$ cat src/rtl/mlp_pkg.sv
// -----------------------------------------------------------------------------
// mlp_pkg
//
// Shared definitions for the MLP result sink:
//   DATA_W       - width of one result word (signed Q6.9)
//   FRAC_W       - fractional bits of a result word
//   CLASS_IDX_W  - width of the reported class index
//   sink_state_e - frame-tracking states of the sink
//   relu_clamp() - clamps a negative result word to zero
// -----------------------------------------------------------------------------
package mlp_pkg;

  localparam int DATA_W      = 16;
  localparam int FRAC_W      = 9;
  localparam int CLASS_IDX_W = 8;

  typedef enum logic [1:0] {
    S_IDLE    = 2'd0,
    S_COLLECT = 2'd1,
    S_REPORT  = 2'd2
  } sink_state_e;

  // Two's complement word: the sign bit alone decides whether it is negative.
  function automatic logic [DATA_W-1:0] relu_clamp(input logic [DATA_W-1:0] word);
    return word[DATA_W-1] ? '0 : word;
  endfunction

endpackage

$ cat src/rtl/mlp_sync_fifo.sv
// -----------------------------------------------------------------------------
// mlp_sync_fifo
//
// Single-clock FIFO with a valid/ready read side and a fire-and-forget write
// side. A push while full is accepted only when a pop happens in the same
// cycle; otherwise the word is ignored and the caller flags the drop.
//
// Ports:
//   clk_i    - clock
//   rst_ni   - asynchronous active-low reset (empties the FIFO)
//   clear_i  - synchronous flush
//   push_i   - write request, data_i is the word to store
//   pop_i    - read acknowledge (honoured only when valid_o is high)
//   data_o   - head word, zero while empty
//   valid_o  - FIFO holds at least one word
//   full_o   - FIFO holds DEPTH words
// -----------------------------------------------------------------------------
module mlp_sync_fifo
  import mlp_pkg::*;
#(
  parameter int unsigned WIDTH = DATA_W,
  parameter int unsigned DEPTH = 16
) (
  input  logic             clk_i,
  input  logic             rst_ni,
  input  logic             clear_i,
  input  logic             push_i,
  input  logic [WIDTH-1:0] data_i,
  input  logic             pop_i,
  output logic [WIDTH-1:0] data_o,
  output logic             valid_o,
  output logic             full_o
);

  localparam int unsigned PTR_W = $clog2(DEPTH);

  // Pointers carry one extra wrap bit so that full and empty are distinct
  // even though the low bits are equal in both cases.
  logic [PTR_W:0]   wr_ptr_q, wr_ptr_d;
  logic [PTR_W:0]   rd_ptr_q, rd_ptr_d;
  logic [WIDTH-1:0] mem_q [DEPTH];

  logic empty;
  logic do_push;
  logic do_pop;

  assign empty  = (wr_ptr_q == rd_ptr_q);
  assign full_o = (wr_ptr_q[PTR_W] != rd_ptr_q[PTR_W]) &&
                  (wr_ptr_q[PTR_W-1:0] == rd_ptr_q[PTR_W-1:0]);

  assign do_pop  = pop_i && !empty;
  // When full, the slot being written is the one the pop frees this cycle.
  assign do_push = push_i && (!full_o || do_pop);

  assign valid_o = !empty;
  // Zero while empty keeps the output defined after reset without having to
  // reset the storage array.
  assign data_o  = empty ? '0 : mem_q[rd_ptr_q[PTR_W-1:0]];

  always_comb begin
    wr_ptr_d = wr_ptr_q;
    rd_ptr_d = rd_ptr_q;
    if (clear_i) begin
      wr_ptr_d = '0;
      rd_ptr_d = '0;
    end else begin
      if (do_push) wr_ptr_d = wr_ptr_q + 1'b1;
      if (do_pop)  rd_ptr_d = rd_ptr_q + 1'b1;
    end
  end

  // NOTE: sequential state uses non-blocking assignments so every register
  // samples its pre-edge inputs regardless of block ordering.
  always_ff @(posedge clk_i or negedge rst_ni) begin
    if (!rst_ni) begin
      wr_ptr_q <= '0;
      rd_ptr_q <= '0;
    end else begin
      wr_ptr_q <= wr_ptr_d;
      rd_ptr_q <= rd_ptr_d;
    end
  end

  // NOTE: the storage array has no reset; the pointers alone define which
  // entries are meaningful, and a reset-free array maps onto plain RAM.
  always_ff @(posedge clk_i) begin
    if (do_push && !clear_i) begin
      mem_q[wr_ptr_q[PTR_W-1:0]] <= data_i;
    end
  end

endmodule

$ cat src/rtl/mlp_result_sink.sv
// -----------------------------------------------------------------------------
// mlp_result_sink
//
// Collects NUM_OUT signed Q6.9 result words per inference frame, reports the
// argmax (lowest index wins a tie) through a valid/ready handshake, and
// forwards every accepted word through an output FIFO.
//
// Optional feature: define MLP_SINK_RELU_EN to clamp negative words to zero
// before they reach both the FIFO and the argmax.
//
// Ports:
//   clk_i, rst_ni               - clock, asynchronous active-low reset
//   clear_i                     - synchronous flush of FIFO, frame and flags
//   result_valid_i/payload_i    - incoming result word, no backpressure
//   out_valid_o/ready_i/payload_o - FIFO read handshake
//   class_valid_o/ready_i       - argmax report handshake
//   class_idx_o/class_val_o     - winning index and its value
//   overflow_o                  - sticky: word dropped on a full FIFO
//   frame_err_o                 - sticky: word arrived while reporting
// -----------------------------------------------------------------------------
module mlp_result_sink
  import mlp_pkg::*;
#(
  parameter int unsigned NUM_OUT    = 10,
  parameter int unsigned FIFO_DEPTH = 16
) (
  input  logic                   clk_i,
  input  logic                   rst_ni,
  input  logic                   clear_i,
  input  logic                   result_valid_i,
  input  logic [DATA_W-1:0]      result_payload_i,
  output logic                   out_valid_o,
  input  logic                   out_ready_i,
  output logic [DATA_W-1:0]      out_payload_o,
  output logic                   class_valid_o,
  input  logic                   class_ready_i,
  output logic [CLASS_IDX_W-1:0] class_idx_o,
  output logic [DATA_W-1:0]      class_val_o,
  output logic                   overflow_o,
  output logic                   frame_err_o
);

  localparam int unsigned IDX_W = $clog2(NUM_OUT + 1);

  sink_state_e            state_q, state_d;
  logic [IDX_W-1:0]       idx_q, idx_d;
  logic [DATA_W-1:0]      max_q, max_d;
  logic [CLASS_IDX_W-1:0] argidx_q, argidx_d;
  logic                   overflow_q, overflow_d;
  logic                   frame_err_q, frame_err_d;

  logic [DATA_W-1:0]      word;
  logic                   fifo_push;
  logic                   fifo_full;
  logic                   out_pop;
  logic                   drop;

  // ---------------------------------------------------------------------------
  // Input conditioning
  // ---------------------------------------------------------------------------
`ifdef MLP_SINK_RELU_EN
  assign word = relu_clamp(result_payload_i);
`else
  assign word = result_payload_i;
`endif

  // ---------------------------------------------------------------------------
  // Output FIFO
  // ---------------------------------------------------------------------------
  // A flush wins over a word arriving in the same cycle.
  assign fifo_push = result_valid_i && !clear_i;
  assign out_pop   = out_valid_o && out_ready_i;
  assign drop      = fifo_push && fifo_full && !out_pop;

  mlp_sync_fifo #(
    .WIDTH (DATA_W),
    .DEPTH (FIFO_DEPTH)
  ) u_fifo (
    .clk_i   (clk_i),
    .rst_ni  (rst_ni),
    .clear_i (clear_i),
    .push_i  (fifo_push),
    .data_i  (word),
    .pop_i   (out_pop),
    .data_o  (out_payload_o),
    .valid_o (out_valid_o),
    .full_o  (fifo_full)
  );

  // ---------------------------------------------------------------------------
  // Frame FSM and argmax
  // ---------------------------------------------------------------------------
  // NOTE: every always_comb output gets a default first so no path leaves a
  // value unassigned, which would otherwise infer a latch.
  always_comb begin
    state_d  = state_q;
    idx_d    = idx_q;
    max_d    = max_q;
    argidx_d = argidx_q;

    if (clear_i) begin
      state_d  = S_IDLE;
      idx_d    = '0;
      max_d    = '0;
      argidx_d = '0;
    end else begin
      unique case (state_q)
        S_IDLE: begin
          if (result_valid_i) begin
            idx_d    = IDX_W'(1);
            max_d    = word;
            argidx_d = '0;
            state_d  = (IDX_W'(1) == IDX_W'(NUM_OUT)) ? S_REPORT : S_COLLECT;
          end
        end

        S_COLLECT: begin
          if (result_valid_i) begin
            // Strict greater-than keeps the earliest index on a tie.
            if ($signed(word) > $signed(max_q)) begin
              max_d    = word;
              argidx_d = CLASS_IDX_W'(idx_q);
            end
            idx_d = idx_q + IDX_W'(1);
            if (idx_q == IDX_W'(NUM_OUT - 1)) state_d = S_REPORT;
          end
        end

        S_REPORT: begin
          // Late words go only to the FIFO; the report stays frozen.
          if (class_ready_i) begin
            state_d = S_IDLE;
            idx_d   = '0;
          end
        end

        default: state_d = S_IDLE;
      endcase
    end
  end

  // ---------------------------------------------------------------------------
  // Sticky status flags
  // ---------------------------------------------------------------------------
  always_comb begin
    overflow_d  = overflow_q | drop;
    frame_err_d = frame_err_q | (result_valid_i && (state_q == S_REPORT));
    if (clear_i) begin
      overflow_d  = 1'b0;
      frame_err_d = 1'b0;
    end
  end

  always_ff @(posedge clk_i or negedge rst_ni) begin
    if (!rst_ni) begin
      state_q     <= S_IDLE;
      idx_q       <= '0;
      max_q       <= '0;
      argidx_q    <= '0;
      overflow_q  <= 1'b0;
      frame_err_q <= 1'b0;
    end else begin
      state_q     <= state_d;
      idx_q       <= idx_d;
      max_q       <= max_d;
      argidx_q    <= argidx_d;
      overflow_q  <= overflow_d;
      frame_err_q <= frame_err_d;
    end
  end

  assign class_valid_o = (state_q == S_REPORT);
  assign class_idx_o   = argidx_q;
  assign class_val_o   = max_q;
  assign overflow_o    = overflow_q;
  assign frame_err_o   = frame_err_q;

endmodule

$ cat config.mk
export PLATFORM = sky130hd
export DESIGN_NAME = mlp_result_sink
export DESIGN_NICKNAME = d
export VERILOG_FILES = /design/src/rtl/mlp_pkg.sv /design/src/rtl/mlp_sync_fifo.sv /design/src/rtl/mlp_result_sink.sv
export SDC_FILE = /design/constraint.sdc
export NUM_CORES = 1
export LEC_CHECK = 0
export CORE_ASPECT_RATIO = 1.4
export CORE_MARGIN = 5
export CORE_UTILIZATION = 55
export DETAILED_ROUTE_END_ITERATION = 8
export PLACE_DENSITY = 0.86
export SLEW_MARGIN = 20
export SYNTH_ARGS = -nofsm -noshare
export SYNTH_HDL_FRONTEND = slang
export SYNTH_HIERARCHICAL = 1
export SYNTH_SLANG_ARGS = --single-unit
$ cat constraint.sdc
create_clock -name clk_i -period 6.1 [get_ports clk_i]
set_input_delay 0.61 -clock clk_i [delete_from_list [all_inputs] [get_ports clk_i]]
set_output_delay 0.61 -clock clk_i [all_outputs]
set_load 0.05 [all_outputs]
* Word level (Yosys, flattened, before mapping)
Memories as Yosys holds them, arrays and structs flattened. Cells that the tools add are included. W data, S select, Z words.
Cells by class: bitwise gates (word level) 2, multiplexer cells 30, div/mod/pow operators 0, reduce and logical (&&, ||, !) cells 22, magnitude comparators 1, $mul 0, eq/ne operators 11, shifts and indexed selects 0, add/subtract/negate cells 3
Operators with widths (number):
- $mux W16 | 5
- $mux W8 | 4
- $pmux W16 S2 | 1
- $mux W5 | 4
- $gt A16 B16 Y1 | 1
- $mux W4 | 4
- $pmux W8 S2 | 1
- $ne A3 B3 Y1 const B | 4
- $pmux W4 S3 | 1
- $reduce_and A4 Y1 | 3
- $add A5 B1 Y5 const B | 2
- $mux W2 | 5
- $logic_and A1 B1 Y1 | 9
- $pmux W2 S3 | 1
- $eq A5 B5 Y1 | 1
- $add A4 B1 Y4 const B | 1
- $eq A4 B4 Y1 | 1
- $eq A4 B4 Y1 const B | 1
- $logic_not A1 Y1 | 4
- $mux W1 | 4
- $reduce_bool A2 Y1 | 2
- $reduce_bool A4 Y1 | 1
- $ne A3 B2 Y1 const B | 1
- $reduce_bool A3 Y1 | 1
- 6 further kinds | 7
Storage, ports and cells: output and inout bits 44, bits in latches 0, input bits 22, word-level logic and storage cells 78, register bits 42, memory bits (read-only) 0, bits in writable memories 256, memories kept 1
Memory list:
- u_fifo.mem_q | words 16, bits a word 16, rd ports 1, clocked after Yosys merged registers in 0, write ports 1, RTL line mlp_sync_fifo.sv:41 | logic [WIDTH-1:0] mem_q [DEPTH];

* Depth between registers and ports, before layout
word-level depth 9, mapped depth 13

* Modules after synthesis
Netlist, hierarchy kept.
By module, submodules not included:
- mlp_sync_fifo | cells an instance 489, area an instance 10376.2 sq um, seq. area each 7937.6 sq um, times used 1
- mlp_result_sink | cells an instance 189, area an instance 1771.7 sq um, seq. area each 700.7 sq um, times used 1

* Worst setup path after synthesis
OpenSTA, ideal clock, no wires.
path type reg2reg, start point reg u_fifo.rd_ptr_q[2], end point mem u_fifo/mem_q[0][0] (netlist bit), enable pin, path slack 2262 ps, cell stages (with the launch flop) 14, data arrival time 3429 ps, setup time 409 ps, path buffers 3, cells stage by stage dfrtp_1 -> buf_2 -> xor2_1 -> nor4_4 -> and2_1 -> buf_4 -> buf_6 -> inv_1 -> nand2_1 -> inv_1 -> nor2_1 -> a21oi_1 -> nand2_1 -> nor3_1
On the way: word-level cells in the longest chain between the ends 9, elaborated cells on any way between the ends 12, those cells by class eq/ne (2); mux (2); reduce/logical (8)
Ends and longest elaborated chain:
- start, declared | RTL line mlp_sync_fifo.sv:40 | logic [PTR_W:0] rd_ptr_q, rd_ptr_d;
- start signal, assigned | RTL line mlp_sync_fifo.sv:80 | rd_ptr_q <= rd_ptr_d;
- $eq A5 B5 Y1 | RTL line mlp_sync_fifo.sv:47 | assign empty = (wr_ptr_q == rd_ptr_q);
- $logic_not A1 Y1 | RTL line mlp_sync_fifo.sv:55 | assign valid_o = !empty;
- via out_valid_o | RTL line mlp_result_sink.sv:32 | output logic out_valid_o,
- $logic_and A1 B1 Y1 | RTL line mlp_result_sink.sv:72 | assign out_pop = out_valid_o && out_ready_i;
- via out_pop | RTL line mlp_result_sink.sv:55 | logic out_pop;
- $logic_and A1 B1 Y1 | RTL line mlp_sync_fifo.sv:51 | assign do_pop = pop_i && !empty;
- $logic_or A1 B1 Y1 | RTL line mlp_sync_fifo.sv:53 | assign do_push = push_i && (!full_o || do_pop);
- $logic_and A1 B1 Y1 | RTL line mlp_sync_fifo.sv:53
- $logic_and A1 B1 Y1 | RTL line mlp_sync_fifo.sv:87 | if (do_push && !clear_i) begin
- $mux W1 | RTL line mlp_sync_fifo.sv:87
- $mux W1 (not written as such) | RTL line mlp_sync_fifo.sv:88 | mem_q[wr_ptr_q[PTR_W-1:0]] <= data_i;
- end, declared | RTL line mlp_sync_fifo.sv:41
The timed path passes the listed nets, and every way through them passes these cells.

* Final worst setup path
start point reg u_fifo.rd_ptr_q[0], end point out out_payload_o[13]
On the way: word-level cells in the longest chain between the ends 2, elaborated cells on any way between the ends 3, those cells by class eq/ne (1); mux (1); memory (1)
Ends and longest elaborated chain:
- $mem_v2 Z16 W16 / $eq A5 B5 Y1 (equally long branches)
- $mux W16 * | RTL line mlp_sync_fifo.sv:58 | assign data_o = empty ? '0 : mem_q[rd_ptr_q[PTR_W-1:0]];
- end, declared | RTL line mlp_result_sink.sv:34 | output logic [DATA_W-1:0] out_payload_o,
Mark *: on every way between the ends. The rest lies on a longest branch, timed or not.

==> impl_metrics.ini <==
[yosys]
ys_warn_count = 6
netlist_area_mm2 = 0.01215
ys_ff_latch = 294
synthFlopType = edfxtp_1
yosysSeqAreaShare_pct = 71.11
ys_async_sr_fraction_pct = 12.93
synth_area_per_cell_um2 = 17.92
synth_cell_types = 48
synthCells = 678
synth_edf_count = 256

[detailed_routing]
avgViaCountPerCell = 6.368
drc = 0
drt_iter0_drc = 858
wl_mm = 29.08
first_pass_iters = 6
wl_per_cell_um = 27.10
final_antenna_net_count = 0
vias = 6833

[finish]
drive_gt1_share_pct = 19.72
n_antenna_cell = 0
syn2layout_area_growth_pct = 15.18
final_nets = 804
fillers = 1442

[floorplan]
core-area_mm2 = 0.02178
rows = 64
die_w_um = 135.6
start_util_pct = 55.77
io_pins = 66
die_h_um = 185.8
dieArea_mm2 = 0.02520

[timing]
setup_ws_ns = 1.947
slew_viol_final = 0
min_period_ns = 4.153
finalSetupViolations = 0
fin_tns_setup_ns = 0
relSlewSlack_pct = 20.03
fin_worst_skew_ns = 0.01314
max_freq_mhz = 240.8
hold_viol_final = 0
post-route-period-util_pct = 68.08
worst_pin_slew_ns = 1.195
rsz0062_at_grt = no
holdWs_ns = 0.1842

[critical_path]
crit_type = reg -> out
startpoint_type = flop
cp-end-kind = output port
worstPathMaxFanout = 57
cp.required_ns = 5.49
crit_arrival_ns = 3.54

[global_route]
grtUsageTotal_pct = 23.95
grt_pass1_wl_mm = 44.32
grt_max_degree = 68
overflow = 0
grt_pass1_vias = 7128
antenna_found_initial = 0

[placement]
dp_slack_ns = 1.745
port-buffer-count = 61
dpl.hpwl_mm = 16.63
place_congestion = 0.8395

[clock_tree]
cts_buffers = 27
cts-resized-gates = 0
cts_hold_buf = 0
cts_tree = done
clock-sinks = 294
cts_htree_levels = 1
path_clk_slew_ns = 0.07
cts_buffer_depth = 3
cts_setup_buffers = 0
insertion_delay_ns = 0.54
cts-root-buf = clkbuf_16

[power_and_ir_drop]
ir_worst_vdd_uv = 263.8
power_density_mw_per_mm2 = 312.6
total_leakage_power_nw = 4.689
p_total_mw = 4.375

[run]
cap_violations = 0

[status]
status = completed

[hold_path]
hold_class = in -> async
## through the flow
stage / cells / area (um^2) / util [%]
after detailed placement: 1022 / 13110 / 60.21
after global placement: 1022 / 13110 / 60.21
after floorplan: 681 / 12160 / -
final: 1073 / 13990 / 64.24
after global routing: 1073 / 13990 / 64.24
after CTS: 1072 / 13970 / 64.15
## cells in the mapped netlist (9+ instances only)
| cell type | number | area (um^2) |
|---|---|---|
| inv_1 | 31 | 116.4 |
| mux2i_1 | 17 | 170.2 |
| dfrtp_1 | 38 | 950.9 |
| edfxtp_1 | 256 | 7687 |
| ha_1 | 27 | 337.8 |
| clkbuf_1 | 15 | 56.30 |
| mux4_2 | 64 | 1441 |
| a22oi_1 | 32 | 240.2 |
| buf_4 | 9 | 67.56 |
| nor2_1 | 29 | 108.9 |
| a21oi_1 | 34 | 170.2 |
| nand2_1 | 33 | 123.9 |
## report_power, final
group          total (mW)  internal, mW  switching [mW]
clock network        1.63         0.883           0.747
registers            2.25          2.22          0.0302
logic               0.495         0.170           0.324
## routing by layer
layer / routed length [um] / global-route usage (%) / vias to the layer above
li1: - / - / 2805
met3: 2595 / 3.353 / 67
met2: 15160 / 41.71 / 459
met4: 1036 / 9.238 / 0
met1: 10280 / 30.78 / 3502
met5: 0 / 0 / -
## layout make-up
class	count	area, um^2	share of cell area [%]
clock buffer	31	700.7	5.008
clock inverter	19	157.7	1.127
inverter	32	120.1	0.8584
multi-input combinational	317	3221	23.02
sequential	294	8643	61.77
tap	297	371.6	2.656
timing repair buffer	83	778.2	5.562
## worst max-delay path, stage by stage (launching register included)
cell and delay (ns):
dfrtp_4 0.57, buf_6 0.65, mux4_2 0.62, a22oi_1 0.23, a21oi_1 0.12, clkdlybuf4s50_1 0.76
## flip-flops by register name, indices dropped and copies added, names as in the netlist
register and cells:
u_fifo/mem_q 256, class_val_o 16, u_fifo/rd_ptr_q 5, u_fifo/wr_ptr_q 5
class_idx_o 4, idx_q 4, state_q 2, frame_err_o 1
overflow_o 1
## final timing paths
path,slack [ns],end,cells past startpoint,from
setup reg to reg,2.15,u_fifo/mem_q[14][15],11,u_fifo/wr_ptr_q[2]
hold / removal,0.18,class_val_o[13],1,rst_ni
hold reg to reg,0.50,overflow_o,2,overflow_o
max in group asynchronous,5.29,u_fifo/rd_ptr_q[0],1,rst_ni
min in group clk_i,0.50,overflow_o,2,overflow_o
setup / recovery,1.95,out_payload_o[13],5,u_fifo/rd_ptr_q[0]
## cell usage in the layout, fill, tap and decap left out, types with 8 or more instances in the layout
cell,instances
edfxtp_1,256
mux4_2,64
clkdlybuf4s50_1,60
dfrtp_1,36
a21oi_1,34
nand2_1,33
a22oi_1,32
inv_1,31
ha_1,27
clkbuf_16,27
nor2_1,26
buf_4,20
mux2i_1,17
clkinvlp_4,8
## cells by family after synthesis
logic type	Yosys count	synth area share [%]
DFF	294	71.11
and+or+nand+nor	99	3.883
AOI/OAI and AO/OA	93	5.057
muxes	83	13.45
buffers and inverters	70	2.832
adders and majority gates	27	2.781
xor gates and xnor gates	11	0.8550
other	1	0.03087
Note: power is estimated with default switching activity, not from simulation.
==> RTL edit 1, RTL diff (same settings) <==
`CLASS_IDX_W`: 8 -> 9.
--- a/src/rtl/mlp_pkg.sv
+++ b/src/rtl/mlp_pkg.sv
@@ -12,7 +12,7 @@
 
   localparam int DATA_W      = 16;
   localparam int FRAC_W      = 9;
-  localparam int CLASS_IDX_W = 8;
+  localparam int CLASS_IDX_W = 9;
 
   typedef enum logic [1:0] {
     S_IDLE    = 2'd0,
Ports: changed (resized class_idx_o); port bits go from 66 to 67. The function was not compared with the original's and may differ.
==> RTL edit 1 against the original RTL <==
  * Cell count shrank 0.19%
  * Fmax shrank 8.4%
  * Synthesized area about the same
  * Power rose by 4.5%
  * Synthesized cell count increased by 0.15%
  * Hold slack worse by 0.0041 ns
  * Non-clock buffer count shrank 1
  * Count of clock-buffer cells in the layout increased by 1
  * Utilization rose by 0.20 points
  * Worst setup slack worse by 0.38 ns
  * Sequential cell count stayed put
  * Highest routed layer unchanged
  * Wire length down 3.6%
  * Final area rose by 0.68%
==> RTL edit 1: results (changes against the original RTL) <==
## Worst setup path
* peak fanout along the critical path: 47, -18%
* Worst R2R Start: u_fifo/wr_ptr_q[3]
* Crit path arrival time: 3.92 ns, +0.38 ns
* path depth of the worst reg2reg path: 12, +1
* capturing point of the worst reg2reg path: u_fifo/mem_q[14][7]
* minimum setup slack among reg-to-reg paths: 1.96 ns, -0.19 ns

## Logic synthesis
* proportion of register bits with asynchronous set or reset after synthesis: 0.1293, unchanged
* Post-synth EDFFs: 256, unchanged
* sequential area share after synthesis: 0.7107, about the same
* Area contributors post-synth: edfxtp_1, mux4_2, dfrtp_1

## Final layout
* NumNets Final: 803, -0.12%
* proportion of layout cells with a drive suffix above 1: 0.1912, -0.005950
* number of filler instances in the final layout: 1,376, -4.6%

## Clocking
* Post-CTS Setup Repair Bufs: 0, unchanged
* maximum clock insertion buffer count: 3, unchanged
* cts bufs inserted: 26, -3.7%

## Routing
* wire length per cell: 26.17 um, -3.4%
* number of vias in the routed layout: 6,751, -1.2%
* initial detailed-routing violation count: 744, -13%
* TritonRoute pass-1 iters: 5, -1

## Status
* run status: complete, no violations

## STA
* transition time at the pin with the least slew margin: 1.128 ns, -0.06763 ns
* worst-case clock skew: 0.02376 ns, +0.01062 ns

## Power
* VDD IR max: 0.2926 mV, +11%
* Leak Pwr: 4.761 nW, +1.5%
* power density over cell area: 324.5 nW/um^2, +3.8%

## Global route
* maximum number of pins on one net before global-route repair: 68, unchanged
* aggregate global-route resource usage: 0.2298, -0.009738
* wire length of the first global-routing pass: 43,210 um, -2.5%
* vias in the first global route: 7,127, -0.014%

## Placement
* instance area at placement: 13,110 um^2, about the same
* RD Place Congestion: 0.9060, +7.9%
* Final HPWL DP: 16,140 um, -2.9%

-- RTL edit 1: cell types whose count changed after synthesis, sizes merged --
cell  delta
buf      +1
-- RTL edit 1: critical path, stage by stage, from the launching register on --
cell and delay [ns]:
dfrtp_4 0.70, buf_4 0.79, mux4_2 0.60, a22oi_1 0.37, a21oi_1 0.15, clkdlybuf4s50_1 0.73
-- RTL edit 1: logic make-up after synthesis --
logic type,synth area share
AO/OA/AOI/OAI,0.05054
XOR/XNOR,0.008544
adder cells (fa/ha/maj),0.02779
buffers and inverters,0.02892
flip-flops,0.7107
multiplexers,0.1344
other,0.0003085
AND/OR/NAND/NOR,0.03881
-- RTL edit 1: worst max path at each step --
| stage | endpoint | slack, ns |
|---|---|---|
| floorplan | u_fifo/mem_q[0][0] | 2.26 |
| global placement | class_val_o[0] | 1.87 |
| detailed placement | class_val_o[0] | 1.72 |
| CTS | out_payload_o[12] | 1.51 |
| global route | out_payload_o[12] | 1.32 |
| finish | out_payload_o[12] | 1.57 |
-- RTL edit 1: layout make-up --
cell class	instances	area, um^2	share of cell area
clock buffer	32	693.2	0.04920
clock inverter	16	272.8	0.01936
inverter	32	120.1	0.008526
multi-input combinational	318	3219	0.2285
sequential	294	8643	0.6136
tap	297	371.6	0.02638
timing repair buffer	82	767.0	0.05445
-- RTL edit 1: metrics by stage --
stage	setup WS, ns	std cells	hold WS [ns]
final	1.566	1071	0.1801
after CTS	1.513	1070	0.1919
after global placement	1.872	1022	0.4915
after global routing	1.317	1071	0.2427
after detailed placement	1.716	1022	0.4910
after floorplan	2.262	683	0.3144
-- RTL edit 1: layer usage --
layer  part of all wire  wire [um]  GRT usage
met2               0.52      14700     0.4065
met3              0.089       2490    0.03326
met5                  0          0          0
met1               0.35       9862     0.2943
met4              0.035        968    0.07624
-- RTL edit 1: where the power goes --
group	total [mW]	internal, mW	switching (mW)	leakage (nW)
Combinational	0.493	0.170	0.323	1.48
Sequential	2.25	2.22	0.0313	2.81
Clock	1.83	1.11	0.718	0.473
Total	4.57	3.50	1.07	4.76
==> RTL edit 2, RTL diff (same flow settings) <==
Made on the original files. Re-encode `sink_state_e` (3 states) as one-hot, 3 bits wide.
--- a/src/rtl/mlp_pkg.sv
+++ b/src/rtl/mlp_pkg.sv
@@ -14,10 +14,10 @@
   localparam int FRAC_W      = 9;
   localparam int CLASS_IDX_W = 8;
 
-  typedef enum logic [1:0] {
-    S_IDLE    = 2'd0,
-    S_COLLECT = 2'd1,
-    S_REPORT  = 2'd2
+  typedef enum logic [2:0] {
+    S_IDLE    = 3'b001,
+    S_COLLECT = 3'b010,
+    S_REPORT  = 3'b100
   } sink_state_e;
 
   // Two's complement word: the sign bit alone decides whether it is negative.
Formal check against the unedited RTL: no difference found for any inputs over 4 cycles, from zero or initial values and one cycle with rst_ni low; so few cycles prove little.
==> RTL edit 2 against the original RTL <==
  * Synthesized area grew 0.72%
  * Worst setup slack worse by 0.29 ns
  * Wire length is 1.0% higher
  * Sequential cell count grew 1
  * Final area increased by 0.23%
  * Critical path type unchanged
  * Fmax shrank 6.6%
  * Critical endpoint is now out_payload_o[14]
  * Power is 4.1% lower
  * Via count is 1.0% higher
==> RTL edit 2: results (changes against the original RTL) <==
## Status
* run status: complete, no violations

## Global route
* aggregate global-route resource usage: 0.2381, -0.001432
* vias in the first global route: 7,416, +4.0%
* wire length of the first global-routing pass: 44,990 um, +1.5%
* maximum number of pins on one net before global-route repair: 68, unchanged
* GRT Residual Overflow: 0, unchanged

## Final layout
* number of filler instances in the final layout: 1,364, -5.4%
* flip-flop count of the largest register, all copies and words added: 256, unchanged
* NumNets Final: 803, -0.12%
* proportion of layout cells with a drive suffix above 1: 0.1851, -0.01207

## Routing
* via count normalized by instance count: 6.421, +0.84%
* initial detailed-routing violation count: 891, +3.8%
* total length of routed wires: 29,370 um, +1.0%
* TritonRoute pass-1 iters: 6, unchanged
* wire length per cell: 27.32 um, +0.82%

## STA
* transition time at the pin with the least slew margin: 1.135 ns, -0.06042 ns
* worst-case clock skew: 0.008176 ns, -0.004966 ns
* final-layout setup total negative slack: 0 ns, unchanged

## Logic synthesis
* Post-synth EDFFs: 256, unchanged
* Post-Synth XOR/XNOR Area: 0.009203, +0.0006546
* post-synthesis mux area share: 0.1330, -0.001474
* Avg Synthesized Cell Area: 17.94 um^2, +0.13%
* warnings from Yosys: 6, unchanged
* Area contributors post-synth: edfxtp_1, mux4_2, dfrtp_1
* library cells used by synthesis: 51, +6.3%
* proportion of register bits with asynchronous set or reset after synthesis: 0.1322, +0.002952
* ranking of synthesized cells by instance count: edfxtp_1, mux4_2, dfrtp_1, nor2_1, a22oi_1
* post-synthesis share of cell area spent on full adders, half adders and majority gates: 0.02352, -0.004289
* sequential area share after synthesis: 0.7082, -0.002943
* fraction of the mapped netlist area in compound gates: 0.04898, -0.001589

## Clocking
* cts bufs inserted: 26, -3.7%
* Reg clk slew, reported paths: 0.07 ns, about the same
* cell at the root of the clock tree: clkbuf_16

## Worst setup path
* minimum setup slack among reg-to-reg paths: 2.27 ns, +0.12 ns
* peak fanout along the critical path: 41, -28%
* Crit path arrival time: 3.83 ns, +0.29 ns

## Placement
* Final HPWL DP: 17,240 um, +3.7%
* placed cell count: 1,027, +0.49%
* RD Place Congestion: 0.8788, +4.7%

## Power
* Leak Pwr: 4.721 nW, +0.68%
* VDD IR max: 0.2127 mV, -19%

## Min path
* class of the most critical hold timing path: primary input to asynchronous set/reset pin

RTL edit 2: changes by cell type in the layout (fill, tap and decap cells not counted), sizes merged, moves of 4 or more:
cell	unedited run	this run
a21oi	36	32
clkinv	6	12
clkinvlp	8	2
ha	27	23
inv	36	29
nand2	33	17
nand2b	4	21
nor2	29	36
RTL edit 2: cell type report:
type	count	area [um^2]	area share
flip-flops and latches	295	8670	0.6182
multi-input cells	325	3286	0.2343
repair buffers	82	763.2	0.05442
clock buffers	31	690.7	0.04925
well taps	297	371.6	0.02650
clock inverters	17	138.9	0.009903
inverters	28	105.1	0.007494
RTL edit 2: logic make-up (layout without fill, tap and decap cells):
family	after synthesis	in the layout
and+or+nand+nor	114	114
xor gates and xnor gates	12	12
AOI/OAI and AO/OA	90	90
other	1	4
buffers and inverters	65	158
adders and majority gates	23	23
DFF	295	295
muxes	82	82
RTL edit 2: worst paths after layout:
check                                   start                  to  depth (start not counted)
setup reg to reg           u_fifo/rd_ptr_q[0]  u_fifo/mem_q[6][9]                         11
hold / removal                         rst_ni      class_val_o[3]                          1
max in group asynchronous              rst_ni  u_fifo/rd_ptr_q[0]                          1
hold reg to reg                   frame_err_o         frame_err_o                          2
min in group clk_i                frame_err_o         frame_err_o                          2
setup / recovery           u_fifo/rd_ptr_q[0]   out_payload_o[14]                          5
RTL edit 2: where the power goes:
| part | switching (mW) | internal, mW | leakage (nW) |
|---|---|---|---|
| sequential | 0.0227 | 2.21 | 2.82 |
| clock | 0.704 | 0.895 | 0.401 |
| combinational | 0.234 | 0.125 | 1.50 |
RTL edit 2: layer usage:
| layer | share of wire | vias up | wire (um) | global-route usage |
|---|---|---|---|---|
| li1 | - | 2828 | - | - |
| met1 | 0.33 | 3467 | 9695 | 0.2928 |
| met2 | 0.53 | 492 | 15510 | 0.4176 |
| met3 | 0.092 | 116 | 2695 | 0.03798 |
| met4 | 0.050 | 0 | 1474 | 0.09736 |
| met5 | 0 | - | 0 | 0 |
RTL edit 2: worst max-delay path: stages, from the launching register on:
cell,delay (ns)
dfrtp_4,0.96
buf_4,0.60
mux4_2,0.60
a22oi_1,0.23
a21oi_1,0.14
clkdlybuf4s50_1,0.73
RTL edit 2: metrics by stage:
step                      setup slack (ns)  area (um^2)  hold WS (ns)
after global placement               2.187        13200        0.4956
after CTS                            1.562        14020        0.2156
after detailed placement             2.040        13200        0.4989
final                                1.655        14020        0.1957
after global routing                 1.400        14020        0.2729
after floorplan                      2.262        12250        0.3144
